===== config.mk =====
export PLATFORM = sky130hd
export DESIGN_NAME = pipe_stage_skid
export DESIGN_NICKNAME = d
export VERILOG_FILES = /design/src/rtl/pipe_pkg.sv /design/src/rtl/pipe_stage_skid_sat_counter.sv /design/src/rtl/pipe_stage_skid.sv
export SDC_FILE = /design/constraint.sdc
export NUM_CORES = 1
export LEC_CHECK = 0
export CAP_MARGIN = 20
export CORE_MARGIN = 4
export CORE_UTILIZATION = 54
export DETAILED_ROUTE_END_ITERATION = 10
export PLACE_DENSITY = 0.94
export SYNTH_ARGS = -nofsm -noshare
export SYNTH_HDL_FRONTEND = slang
export SYNTH_SLANG_ARGS = --single-unit

===== constraint.sdc =====
create_clock -name clk -period 4.75 [get_ports clk]
set_clock_uncertainty 0.2 [all_clocks]
set_input_delay 0.7125 -clock clk [delete_from_list [all_inputs] [get_ports clk]]
set_output_delay 0.7125 -clock clk [all_outputs]
set_load 0.01 [all_outputs]

===== src/rtl/pipe_pkg.sv =====
// Shared definitions for the handshaked pipeline-stage register.
package pipe_pkg;

   // Number of entries held by the stage, used directly as the FSM state.
   typedef enum logic [1:0] {
      ST_EMPTY = 2'd0,
      ST_ONE   = 2'd1,
      ST_FULL  = 2'd2
   } occ_state_t;

   // Default width of each perf-monitor counter.
   localparam int CNT_W_DEFAULT = 16;

endpackage : pipe_pkg


===== src/rtl/pipe_stage_skid_sat_counter.sv =====
// Saturating up-counter: counts inc cycles and sticks at all-ones.
module sat_counter #(
   parameter int W = 16
) (
   input  logic         clk,
   input  logic         rst_n,
   input  logic         inc,
   output logic [W-1:0] cnt
);

   localparam logic [W-1:0] CNT_ONE = W'(1);
   localparam logic [W-1:0] CNT_MAX = '1;

   // Count up on inc, stop at the maximum value instead of wrapping.
   // NOTE: sequential state uses <= so every flop samples pre-edge values.
   always_ff @(posedge clk or negedge rst_n) begin
      if (!rst_n) begin
         cnt <= '0;
      end else if (inc && (cnt != CNT_MAX)) begin
         cnt <= cnt + CNT_ONE;
      end
   end

endmodule : sat_counter


===== src/rtl/pipe_stage_skid.sv =====
// Valid/ready pipeline-stage register with a two-entry skid buffer,
// native flush/hold and saturating stall/bubble/flush perf counters.
// in_ready is a function of the skid flop, hold_in and flush only, so no
// combinational path runs from out_ready back to in_ready.
module pipe_stage_skid
   import pipe_pkg::*;
#(
   parameter int DATA_W        = 64,
   parameter int CLEAR_ON_KILL = 1,
   parameter int CNT_W         = CNT_W_DEFAULT
) (
   input  logic              clk,
   input  logic              rst_n,
   input  logic              in_valid,
   output logic              in_ready,
   input  logic [DATA_W-1:0] in_data,
   output logic              out_valid,
   input  logic              out_ready,
   output logic [DATA_W-1:0] out_data,
   input  logic              hold_in,
   input  logic              flush,
   output logic [1:0]        occupancy,
   output logic [CNT_W-1:0]  stall_cnt,
   output logic [CNT_W-1:0]  bubble_cnt,
   output logic [CNT_W-1:0]  flush_cnt
);

   occ_state_t        state;
   logic [DATA_W-1:0] main_d;
   logic [DATA_W-1:0] skid_d;
   logic              main_v;
   logic              skid_v;
   logic              accept;
   logic              drain;
   logic              kill;

   // Entry valid bits are decoded from the registered state.
   assign main_v    = (state != ST_EMPTY);
   assign skid_v    = (state == ST_FULL);
   assign occupancy = {1'b0, main_v} + {1'b0, skid_v};

   assign in_ready  = !skid_v && !hold_in && !flush;
   assign out_valid = main_v;
   assign out_data  = main_d;

   assign accept = in_valid && in_ready;
   assign drain  = out_valid && out_ready;

   // A flush only counts when something survives the same-cycle drain:
   // the skid entry always does, the main entry only if it is not taken.
   assign kill = flush && (skid_v || (main_v && !out_ready));

   // Occupancy FSM and payload registers; flush overrides every transition.
   // NOTE: payload flops are reset so out_data reads 0 straight out of reset.
   always_ff @(posedge clk or negedge rst_n) begin
      if (!rst_n) begin
         state  <= ST_EMPTY;
         main_d <= '0;
         skid_d <= '0;
      end else if (flush) begin
         state <= ST_EMPTY;
         if (CLEAR_ON_KILL != 0) begin
            main_d <= '0;
            skid_d <= '0;
         end
      end else begin
         case (state)
            ST_EMPTY: begin
               if (accept) begin
                  state  <= ST_ONE;
                  main_d <= in_data;
               end
            end
            ST_ONE: begin
               if (accept && drain) begin
                  main_d <= in_data;
               end else if (accept) begin
                  state  <= ST_FULL;
                  skid_d <= in_data;
               end else if (drain) begin
                  state <= ST_EMPTY;
               end
            end
            ST_FULL: begin
               if (drain) begin
                  state  <= ST_ONE;
                  main_d <= skid_d;
               end
            end
            default: begin
               state <= ST_EMPTY;
            end
         endcase
      end
   end

   sat_counter #(.W(CNT_W)) u_stall_cnt (
      .clk   (clk),
      .rst_n (rst_n),
      .inc   (out_valid && !out_ready),
      .cnt   (stall_cnt)
   );

   sat_counter #(.W(CNT_W)) u_bubble_cnt (
      .clk   (clk),
      .rst_n (rst_n),
      .inc   (hold_in && !flush),
      .cnt   (bubble_cnt)
   );

   sat_counter #(.W(CNT_W)) u_flush_cnt (
      .clk   (clk),
      .rst_n (rst_n),
      .inc   (kill),
      .cnt   (flush_cnt)
   );

endmodule : pipe_stage_skid


==> results by group <==
Clock tree
  • Hold_buf cts: 0
  • CTS max path bufs: 2
  • PostCTS Resize Cnt: 0
  • Clk root buf: clkbuf_16
  • Clk slew on worst S/H paths: ~0.06 ns
  • Clock Latency Late Sink: 0.43 ns
  • Postcts setup bufs: 0
  • Clock tree from TritonCTS: yes
  • CTS sink cnt: roughly 180
  • CTS H-tree depth: 4
  • TritonCTS buffer count: 17

Synthesis
  • Top cells by count, synth: 213 x nand2_1, 178 x dfrtp_1, 67 x a21oi_1, 66 x mux2i_1, 66 x o31ai_1
  • Syn. warnings: 0
  • Net Count, Synth: a little under 900
  • Synthesized area per cell: ~10 sq um
  • Post-synth ARST share: 100.0%
  • Count leader, synth: nand2_1
  • Synth top area cells: dfrtp_1 54%, nand2_1 9.8%, mux2i_1 8.1%
  • Leading area contributor after synthesis: dfrtp_1
  • Synth Register Bits: between 150 and 200
  • Mapped Area: 8178 sq um
  • EDFF count, synth: 0
  • Yosys top cell area share: a little over half
  • Post-synthesis cell count: around 800
  • Prevailing post-synth register cell: dfrtp_1
  • Seq/Total Area, Yosys: between 50% and 60%
  • Yosys cell types: 51

Worst setup path
  • Crit. End Element: output port
  • Critical Path RT: ~3.8 ns
  • Startpoint Class: input port
  • Crit Path Class: in2out
  • WP data arrival: around 2.3 ns
  • Critical path startpoint: hold_in
  • Reg-to-Reg Start: state[1]
  • Max FO, Critical Path: 6

Power
  • Worst VDD drop: roughly 240 uV
  • Leak pwr: approximately 4.5 nW
  • PD cells: 355.3 nW/um^2
  • Final total power: ~0.0038 W

Finish
  • Diodes inserted: 0
  • Layout cells sized above 1: under 10%
  • Post-Layout Cell Count: between 1000 and 1500
  • Layout area overhead: 31.96%
  • NumNets Final: roughly 1000

Placed design
  • Placed Instances: 1129
  • Port bufs: approximately 190
  • HPWL after detailed placement: around 14 mm
  • Gp weighted congestion: 0.8845

Die
  • Core area: 14700 sq um
  • Die ar.: roughly 17000 sq um
  • I/O pin total: roughly 190
  • Die width: approximately 130 um
  • Initial core utilization: about 56%
  • Core Rows: 44
  • DIE HEIGHT: between 100 and 150 um

Detailed routing
  • Drt first pass iters: 5
  • Drt first-iter violations: 500
  • DRC: 0
  • Wire per inst: 18.08 um
  • Vias per inst: ~5.8
  • Total wire length: 20.97 mm
  • ANT nets after route: 0
  • Via count: roughly 6700

Min path
  • HP Class: in2async

Timing
  • Slew @ Worst Pin: about 1 ns
  • Setup TNS Final: 0 ns
  • Final min period: 3.225 ns
  • RSZ-0062 raised after global routing: false
  • Final period util: between 60% and 70%
  • Final number of hold-violating endpoints: 0
  • Smallest hold slack: around 0.13 ns
  • Max-Slew Margin vs Limit: 33.24%
  • FMAX: between 300 and 400 MHz
  • Final setup violation count: 0
  • Slew Viols, Final: 0

Job
  • Max_cap viols: 0

GRT
  • GR Util All Layers: between 20% and 30%
  • Vias in the first global route: around 6700
  • Largest net degree at the start of global routing: 101
  • First-pass GRT wire length: 33.26 mm
  • Initial antenna violation count: 0
  • GRT overflow: 0

Run status
  • Status: finished, final reports clean
-- cell usage in the layout (no fill, tap or decap), types with 7 or more instances in the layout --
cell | synthesis | routed
clkdlybuf4s50_1 | 0 | 183
clkbuf_16 | 0 | 17
xor2_1 | 32 | 32
buf_4 | 4 | 7
nor2_1 | 12 | 11
nor4_1 | 8 | 8
nand4_1 | 10 | 10
nor3_1 | 19 | 19
dfrtp_1 | 178 | 178
mux2i_1 | 66 | 66
o31ai_1 | 66 | 66
nand2_1 | 213 | 213
nand3_1 | 12 | 12
a21oi_1 | 67 | 67
-- sequential cells by signal, indices dropped and copies added (netlist names) --
signal and flops:
out_data 64, skid_d 64, u_bubble_cnt.cnt 16, u_flush_cnt.cnt 16, u_stall_cnt.cnt 16, state 2
-- layout make-up --
type,instances,area (sq um)
clock buffers,23,508.0
fillers,994,3908
flip-flops and latches,178,4454
multi-input cells,568,3508
inverters,4,15.01
repair buffers,195,1976
well taps,184,230.2
clock inverters,8,100.1
-- worst max-delay path, stage by stage --
cell and delay, ns:
clkdlybuf4s50_1 0.55, nor3_1 0.43, clkdlybuf4s50_1 0.62
-- where the power goes --
group          leakage (nW)  internal [W]  switching, W  total, W
clock network         0.289      0.000854      0.000575   0.00143
logic                  1.79      0.000341      0.000298  0.000639
registers              2.39       0.00163      0.000136   0.00177
-- final timing paths --
kind / end / slack, ns / cells after the start
worst max-delay path: in_ready / 1.53 / 3
worst min-delay path: u_flush_cnt.cnt[8] / 0.13 / 1
max in group asynchronous: out_data[45] / 3.28 / 2
worst min register to register: out_data[21] / 0.27 / 2
worst max register to register: out_data[48] / 2.12 / 6
min in group clk: out_data[21] / 0.27 / 2
-- routing by layer --
metal  vias up  GRT usage [%]  routed length, um
li1       3125              -                  -
met1      3324          31.92               8733
met2       199          41.52              10690
met3        37          4.862                995
met4         0          9.498                547
met5         -              0                  0
-- cell families (layout without fill, tap and decap cells) --
kind of cell	Yosys count	count (layout)	synth area share [%]
buffers and inverters	55	230	3.029
flip-flops	178	178	54.47
adder cells (fa/ha/maj)	3	3	0.4590
multiplexers	75	75	9.363
XOR/XNOR	37	37	3.963
AND/OR/NAND/NOR	310	310	17.63
AO/OA/AOI/OAI	143	143	11.09
-- stage by stage --
stage | utilization (%) | instance area (sq um) | worst slack (ns)
after global routing | 73.42 | 10790 | 1.486
after detailed placement | 69.28 | 10180 | 1.514
after floorplan | - | 8178 | 2.468
after CTS | 73.42 | 10790 | 1.504
after global placement | 69.01 | 10140 | 1.474
final | 73.42 | 10790 | 1.525
No activity file was read; power rests on OpenSTA's default activity.
